### config.mk
export PLATFORM = sky130hd
export DESIGN_NAME = pixel_data_parse
export DESIGN_NICKNAME = d
export VERILOG_FILES = /design/src/rtl/pixel_data_parse_pkg.sv /design/src/rtl/pixel_data_parse.sv
export SDC_FILE = /design/constraint.sdc
export NUM_CORES = 1
export LEC_CHECK = 0
export ABC_CLOCK_PERIOD_IN_PS = 13700
export CAP_MARGIN = 10
export CORE_MARGIN = 10
export CORE_UTILIZATION = 47
export CTS_BUF_LIST = sky130_fd_sc_hd__clkbuf_16
export DETAILED_ROUTE_END_ITERATION = 10
export PLACE_DENSITY_LB_ADDON = 0.15
export SYNTH_ARGS = -nofsm -noshare
export SYNTH_HDL_FRONTEND = slang
export SYNTH_SLANG_ARGS = --single-unit
### constraint.sdc
create_clock -name rx_pixel_clk -period 13.7 [get_ports rx_pixel_clk]
set_input_delay 2.74 -clock rx_pixel_clk [delete_from_list [all_inputs] [get_ports rx_pixel_clk]]
set_output_delay 2.74 -clock rx_pixel_clk [all_outputs]
set_load 0.05 [all_outputs]
### src/rtl/pixel_data_parse_pkg.sv
// pixel_data_parse_pkg: MIPI pixel-link framing constants and parser states
package pixel_data_parse_pkg;
  localparam int WORD_W = 48;
  localparam logic [15:0] SOF = 16'hFFEA;
  localparam logic [7:0] EOF_B0 = 8'hAA;
  localparam logic [7:0] EOF_B1 = 8'hDD;
  localparam logic [7:0] PHL_ID = 8'h00;
  localparam logic [7:0] DTYPE = 8'h01;
  typedef enum logic [2:0] {IDLE, HDR1, HDR2, PAYLOAD, TAIL, EOF_HI} state_t;
  // Header word carries the length big-endian from byte 1 upwards
  function automatic logic [WORD_W-1:0] hdr_word(input logic [31:0] len);
    return {PHL_ID, len[7:0], len[15:8], len[23:16], len[31:24], DTYPE};
  endfunction
endpackage

### src/rtl/pixel_data_parse.sv
// pixel_data_parse: receive-side pixel frame parser delivering a DLEN-byte payload
module pixel_data_parse
  import pixel_data_parse_pkg::*;
#(
  parameter int unsigned DLEN = 32'h002b
) (
  input  logic              rx_pixel_clk,
  input  logic              reset,
  input  logic [63:0]       pixel_value,
  input  logic              pixel_valid,
  output logic [DLEN*8-1:0] data,
  output logic              data_valid,
  output logic              busy,
  output logic              err_hdr,
  output logic              err_eof,
  output logic              err_sync
);
  localparam int NW = int'(DLEN / 6);
  localparam int REM = int'(DLEN % 6);
  localparam int NB = NW > 0 ? $clog2(NW + 1) : 1;
  localparam int CW = (NW + 1) * WORD_W;
  localparam logic [WORD_W-1:0] HDR = hdr_word(DLEN);
  state_t state, nxt;
  logic [NB-1:0] n;
  logic [CW-1:0] cap, cap_nx;
  logic [WORD_W-1:0] w;
  logic sof, done, e_hdr, e_eof, e_sync, clr_n, inc_n, unused_hi;
  assign w = pixel_value[WORD_W-1:0];
  assign unused_hi = ^pixel_value[63:WORD_W];
  assign sof = w[15:0] == SOF;
  assign busy = state != IDLE;
  // EOF lanes sit right after the REM trailing payload bytes; REM=5 pushes DD into the next word
  function automatic logic tail_ok(input logic [WORD_W-1:0] t);
    logic [63:0] x;
    x = {16'h0, t};
    return x[8*REM +: 8] == EOF_B0 && (REM == 5 || x[8*REM+8 +: 8] == EOF_B1);
  endfunction
  always_comb begin
    nxt = state;
    cap_nx = cap;
    done = 1'b0;
    e_hdr = 1'b0;
    e_eof = 1'b0;
    e_sync = 1'b0;
    clr_n = 1'b0;
    inc_n = 1'b0;
    if (pixel_valid) begin
      if (state inside {HDR2, PAYLOAD, TAIL, EOF_HI} && sof) begin
        nxt = HDR1;
        e_sync = 1'b1;
      end else begin
        case (state)
          IDLE: nxt = sof ? HDR1 : IDLE;
          HDR1: begin
            nxt = w == HDR ? HDR2 : IDLE;
            e_hdr = w != HDR;
          end
          HDR2: begin
            nxt = w != HDR ? IDLE : NW == 0 ? TAIL : PAYLOAD;
            e_hdr = w != HDR;
            clr_n = 1'b1;
          end
          PAYLOAD: begin
            cap_nx[int'(n)*WORD_W +: WORD_W] = w;
            inc_n = 1'b1;
            nxt = int'(n) + 1 == NW ? TAIL : PAYLOAD;
          end
          TAIL: begin
            cap_nx[NW*WORD_W +: WORD_W] = w;
            nxt = tail_ok(w) && REM == 5 ? EOF_HI : IDLE;
            done = tail_ok(w) && REM != 5;
            e_eof = !tail_ok(w);
          end
          EOF_HI: begin
            done = w[7:0] == EOF_B1;
            e_eof = w[7:0] != EOF_B1;
            nxt = IDLE;
          end
          default: nxt = IDLE;
        endcase
      end
    end
  end
  always_ff @(posedge rx_pixel_clk) begin
    if (reset) begin
      state <= IDLE;
      n <= '0;
      data <= '0;
      data_valid <= 1'b0;
      err_hdr <= 1'b0;
      err_eof <= 1'b0;
      err_sync <= 1'b0;
    end else begin
      state <= nxt;
      cap <= cap_nx;
      n <= clr_n ? '0 : inc_n ? n + 1'b1 : n;
      data_valid <= done;
      err_hdr <= e_hdr;
      err_eof <= e_eof;
      err_sync <= e_sync;
      if (done) data <= cap_nx[DLEN*8-1:0];
    end
  end
endmodule

# ---- Word level (Yosys, flattened, before mapping)
# Cells that the tools add are included.
dict set report classes {
  multipliers 1
  mux 22
  shifts 2
  n_bitwise 4
  n_eq_ne 13
  n_addsub 3
  reduce_logical 13
}
# operator count
set op_table {}
lappend op_table {{344-bit 2-to-1 mux} 2}
lappend op_table {{384-bit bitwise mux} 1}
lappend op_table {{48-bit by 33-bit variable shift with 384-bit output (first input constant)} 1}
lappend op_table {{48-bit by 33-bit indexed part select with 384-bit output} 1}
lappend op_table {{336-bit 2-to-1 mux} 1}
lappend op_table {{48-bit one-hot mux with 2 select lines} 1}
lappend op_table {{48-bit by 38-bit equality test with 1-bit output (second input constant)} 1}
lappend op_table {{48-bit by 38-bit != test with 1-bit output (second input constant)} 1}
lappend op_table {{9-bit negation with 33-bit output} 1}
lappend op_table {{8-bit equality test (second input constant)} 3}
lappend op_table {{16-bit equality test (second input constant)} 1}
lappend op_table {{3-bit one-hot mux with 4 select lines} 1}
lappend op_table {{1-bit 2-to-1 mux} 10}
lappend op_table {{8-bit != test (second input constant)} 1}
lappend op_table {{3-bit by 2-bit equality test with 1-bit output (second input constant)} 2}
lappend op_table {{3-bit equality test (second input constant)} 2}
lappend op_table {{3-bit 2-to-1 mux} 2}
lappend op_table {{2-bit OR reduction} 3}
lappend op_table {{3-bit by 2-bit multiplier with 5-bit output (second input constant)} 1}
lappend op_table {{3-bit by 1-bit adder with 4-bit output (second input constant)} 1}
lappend op_table {{4-bit by 3-bit equality test with 1-bit output (second input constant)} 1}
lappend op_table {{2-bit 2-to-1 mux} 2}
lappend op_table {{1-bit inverter} 4}
lappend op_table {{1-bit one-hot mux with 2 select lines} 2}
lappend op_table {{11 further kinds} 12}
dict set report totals {
  word_cells 67
  regBits 738
  output_inout_bits 349
}

# ---- Logic depth before layout (Yosys ltp)
dict set report depth {
  ltp_word 7
  mapped_depth 17
  ltp_nobuf 11
}

# ---- Worst setup path after synthesis
# No wires, ideal clock.
dict set report synth_path {
  path_type {input to register}
  start {input port reset}
  end {register data[278]}
  path_stages 7
  setup_slack_ns -0.464
  required_ns 13.596
  arrival_ns 14.060
  path_buffers 4
  setup_time_ns 0.104
  path_cell_list {clkbuf_1 inv_1 clkbuf_1 clkbuf_1 clkbuf_1 o21ai_0 nor2_1}
}
# item line_no
set synth_rtl {}
lappend synth_rtl {{start, declared} pixel_data_parse.sv:8} ;# input logic reset,
lappend synth_rtl {{end signal, assigned} pixel_data_parse.sv:101} ;# if (done) data <= cap_nx[DLEN*8-1:0];
lappend synth_rtl {{end, declared} pixel_data_parse.sv:11} ;# output logic [DLEN*8-1:0] data,

# ---- Worst setup path in the final report
dict set report layout_path {
  start {input port pixel_value[9]}
  end {register data[195]}
}
dict set report layout_between {
  elab_chain_cells 5
  elab_cells_between_ends 12
  classes_between {eq/ne: 2; shift: 1; mux: 7; reduce/logical: 2}
}
# item line_no
set layout_lines {}
lappend layout_lines {{start, declared} pixel_data_parse.sv:9} ;# input logic [63:0] pixel_value,
lappend layout_lines {{48-bit by 33-bit indexed part select with 384-bit output / 8-bit equality test (equally long branches)} {pixel_data_parse.sv:64, pixel_data_parse.sv:36}}
lappend layout_lines {{384-bit bitwise mux / 1-bit logical AND (equally long branches)} {pixel_data_parse.sv:64, pixel_data_parse.sv:36}}
lappend layout_lines {{336-bit 2-to-1 mux / 1-bit one-hot mux with 2 select lines (equally long branches)} pixel_data_parse.sv:52} ;# case (state)
lappend layout_lines {{344-bit 2-to-1 mux / 1-bit 2-to-1 mux (equally long branches)} pixel_data_parse.sv:48} ;# if (state inside {HDR2, PAYLOAD, TAIL, EOF_HI} && sof) begin
lappend layout_lines {{344-bit 2-to-1 mux / 1-bit 2-to-1 mux (equally long branches)} pixel_data_parse.sv:47} ;# if (pixel_valid) begin
# Parallel ways exist; a longest one is shown, timed or not.
# A chain may end at the register's enable or synchronous reset.

==> out/metrics.csv <==
metric,value,unit
clk_path_buf_depth,3,
synth_ff_type,dfxtp_1,
drt-pass1-iter-count,6,
crit_fanout,104,
syn_area_per_cell,10.3,sq um
final_common_cell,clkdlybuf4s50_1,
hpwlAfterDp,77000,um
wl_per_cell,25.7,um
routed_wl,110000,um
cts_resized,0,
p_int,0.00339,W
ys_warn_count,0,
dieHeight,281,um
core,0.0673,sq mm
p_leak,13.6,nW
start_kind,input pin,
antenna_left,0,
grt_use_met3,0.0644,
hp-class,flip-flop to flip-flop,
cts-buffers-inserted,74,
grt-ovfl-total,0,
outcome,finished clean,
htreeDepth,3,
num_vias,25600,
clkSinkCount,698,
tightest_slew,1250,ps
setup_viol,0,
drt_iter0_markers,3025,
finalClockSkew,18.2,ps
clk_pin_slew,60,ps
rows,95,
clk_latency,620,ps
dieArea,0.0788,sq mm
grt.met2_usage,0.443,
drive_gt1_frac,0.145,
synth_nets,3183,
vias_per_cell,5.97,
rsz0062_at_grt,false,
cap_violations,0,
grt_pass1_vias,24600,
crit_required,14250,ps
hold_violations,0,
whs,460,ps
fmax,136,MHz
gp_congestion,0.920,
synth_cell_types,90,
pwr-share-seq,0.521,
grt.met1_usage,0.341,
combPwrFrac,0.047,
final_cell_area,0.0386,sq mm
tns,0,ps
max-vdd-ir-drop,0.0991,mV
initial_utilization,0.475,
synthCells,3107,
fin_nets,3440,
root_buffer,clkbuf_16,
synth_edf_count,344,
final_cell_mix,"clkdlybuf4s50_1, nor2_1, dfxtp_1",
synth-seq-cells,698,
endpoint_kind,flip-flop,
p_sw_frac,0.224,
fin_crit,7350,ps
antenna_found_initial,7,
p_per_area,113,mW/mm^2
cts.hold.buffers_added,0,
ios,416,
net-switching-power,0.000979,W
die_width,281,um
top_usage_layer,met2,
postCtsSetupRepairBufs,0,
fin_crit_sh,0.537,
synth_async_sr_flop_share,0,
synth_seq_area_share,0.545,
synthesis.area,0.0319,sq mm
portBuffers,399,
drc,0,
cts_tree,yes,
p_clk_frac,0.432,
arrival,7900,ps
area_growth,20.8,%
gr-usage-all-layers,0.270,
grt_max_degree,244,
slew_headroom,0.142,
placed_cell_area,0.0363,sq mm
grt_pass1_wl,161000,um
crit_type,input pin to flip-flop,
maxSlewViolCount,0,
## power groups by stage
stage	Clock [W]	Sequential [W]	Combinational [W]
final	0.00189	0.00228	0.000207
after global routing	0.00200	0.00228	0.000219
after CTS	0.00192	0.00228	0.000202
after detailed placement	0	0.00232	0.000201
after global placement	0	0.00232	0.000197
after floorplan	0	0.00232	0.000118
## cells by family (layout without fill, tap and decap cells)
kind of cell	after synthesis	in the layout	synth area share
flip-flops	698	698	0.545
AND/OR/NAND/NOR	949	949	0.134
other	0	4	0
XOR/XNOR	9	9	0.00294
AO/OA/AOI/OAI	854	854	0.177
adder cells (fa/ha/maj)	9	9	0.00376
buffers and inverters	332	645	0.0453
multiplexers	256	256	0.0920
## cell usage after synthesis (8+ instances only)
master     count  area, sq um
nor4_1        10         62.6
edfxtp_1     344        10300
or3_1         22          138
nor2_1       361         1360
a31o_2        30          263
mux2i_1       42          420
o22ai_1       26          163
nor3_1        17         85.1
nand3_1       79          395
o21ba_2       69          691
a22o_1        10         87.6
mux2_4        29          435
a21oi_1      150          751
o31ai_1       29          218
ha_1           8          100
a31o_1        10         87.6
dfxtp_1      354         7090
o32ai_1       36          315
buf_2         85          425
buf_4          8         60.1
and3_1        45          282
mux2_2       180         2030
nand2b_1      11         68.8
clkbuf_1     152          571
a2bb2oi_1     16          140
o21ai_0      299         1500
and2_1        27          169
inv_1         64          240
and3b_1       13          114
buf_1         15         56.3
a22oi_1       42          315
o2bb2ai_1     26          228
a31oi_1       25          156
a211oi_1      40          300
nand4_1       10         62.6
nand2_1      307         1150
## cell type report
class                      count  area [sq um]
clock buffer                  77          1930
sequential                   698         17400
tap                          873          1090
antenna                        4          10.0
fill                        5721         28700
timing repair buffer         449          4400
inverter                      64           248
multi-input combinational   2077         13100
clock inverter                55           328
## worst paths after layout
check                           cells after the start           start        end  slack [ps]
worst max-delay path                                8  pixel_value[9]  data[195]        6350
worst min-delay path                                2        data[21]   data[21]         460
worst max register to register                      9            n[0]    data[2]        8000
worst min register to register                      2        data[21]   data[21]         460
## sequential cells by signal (all words and copies together), names as in the netlist
register	cells
n	3
err_sync	1
err_hdr	1
cap	344
data	344
data_valid	1
state	3
err_eof	1
## routing by layer
layer  wire, um  vias up
met1      44000    12600
met3       9810      184
met5         31        -
li1           -    11800
met2      52700     1079
met4       3870        4
## per-stage QoR
stage | setup WS (ps) | instances | utilization | total power, W
after detailed placement | 5820 | 4160 | 0.539 | 0.00252
after global placement | 5960 | 4160 | 0.539 | 0.00252
final | 6350 | 4297 | 0.573 | 0.00437
after CTS | 6460 | 4292 | 0.573 | 0.00439
after global routing | 6070 | 4295 | 0.573 | 0.00450
after floorplan | 5040 | 3107 | - | 0.00244
## worst max-delay path, stage by stage
cell,delay (ps)
clkdlybuf4s50_1,1150
nand4_1,200
o31ai_1,740
and3_4,800
buf_4,900
buf_4,770
o21ai_0,180
o21ba_1,290
Power figures use the tool's default switching activity.
==> variant: new RTL, same settings <==
Register the output `err_eof` once more; this adds one clock of latency there. The other outputs are not delayed to match.
--- a/src/rtl/pixel_data_parse.sv
+++ b/src/rtl/pixel_data_parse.sv
@@ -20,6 +20,8 @@
   localparam int NB = NW > 0 ? $clog2(NW + 1) : 1;
   localparam int CW = (NW + 1) * WORD_W;
   localparam logic [WORD_W-1:0] HDR = hdr_word(DLEN);
+
+  logic err_eof_s0;
   state_t state, nxt;
   logic [NB-1:0] n;
   logic [CW-1:0] cap, cap_nx;
@@ -88,7 +90,7 @@
       data <= '0;
       data_valid <= 1'b0;
       err_hdr <= 1'b0;
-      err_eof <= 1'b0;
+      err_eof_s0 <= 1'b0;
       err_sync <= 1'b0;
     end else begin
       state <= nxt;
@@ -96,10 +98,14 @@
       n <= clr_n ? '0 : inc_n ? n + 1'b1 : n;
       data_valid <= done;
       err_hdr <= e_hdr;
-      err_eof <= e_eof;
+      err_eof_s0 <= e_eof;
       err_sync <= e_sync;
       if (done) data <= cap_nx[DLEN*8-1:0];
     end
   end
+  always_ff @(posedge rx_pixel_clk) begin
+    err_eof <= err_eof_s0;
+  end
+
 endmodule
 
Check against the original RTL: same outputs for any inputs over 4 cycles, from zero or initial values and one cycle with reset high; that may be too few to reach the edited logic, so the function may still have changed.
==> variant against the unedited design <==
- the run now ends with capacitance limit, slew limit left
- core utilization up 0.50 points
- synthesized area about the same
- setup slack worse by 0.014 ns
- power increased by 4.8%
- sequential cell count grew 1
- final area increased by 0.88%
- fmax fell by 0.19%
- routed wire length rose by 0.83%
- largest cell class unchanged
==> variant: results <==
[placement]
place.gp.congestion = 0.915
place_area_um2 = 36300
hpwlAfterDp_um = 77300

[finish]
regArea_um2 = 17400
clk_share_pct = 6.56
nets = 3447
n_clock_buffer = 82

[detailed_routing]
avgRoutedWirePerCell_um = 25.8

[setup_path]
path_max_fanout = 107
cp.arrival_ns = 7.93
worstRegToRegCells = 10

[sta]
tightest_slew_ns = 1.50
final_max_slew_viol_count = 1
clock_skew_ns = 0.0163

[pwr]
ir_worst_vdd_v = 0.0000878
p_int_w = 0.00356
p_clk_share_pct = 45.7

[global_routing]
grtUsageMet3_pct = 5.98
grt_pass1_vias = 25100
met1_usage_pct = 35.3
grt_max_degree = 236

[flow_run]
cap_violations = 1

[outcome]
outcome = "finished with violations"
violations = "capacitance limit, slew limit"

[synth]
ys_seq_area_share_pct = 54.6
variant: changes by cell type in the layout (fill, tap and decap cells not counted), sizes merged:
cell	unedited run	this run
inv	92	80
diode	4	2
bufinv	3	8
clkbuf	77	82
dfxtp	354	355
buf	51	56
clkinv	23	34
clkinvlp	1	0
variant: cell families after synthesis:
kind of cell,Yosys count
AO/OA/AOI/OAI,854
XOR/XNOR,9
adder cells (fa/ha/maj),9
buffers and inverters,332
flip-flops,699
multiplexers,256
AND/OR/NAND/NOR,949
variant: final timing paths:
| check | endpoint | slack (ns) |
|---|---|---|
| worst max-delay path | data[194]$_SDFFE_PP0P_ | 6.33 |
| worst min-delay path | err_eof$_DFF_P_ | 0.33 |
| worst max register to register | data[2]$_SDFFE_PP0P_ | 8.20 |
| worst min register to register | err_eof$_DFF_P_ | 0.33 |
variant: worst max-delay path, delay by kind of cell:
family                 cells  cell delay [ns]
buffers and inverters      3             2.77
AO/OA/AOI/OAI              3             1.26
AND/OR/NAND/NOR            2             0.97
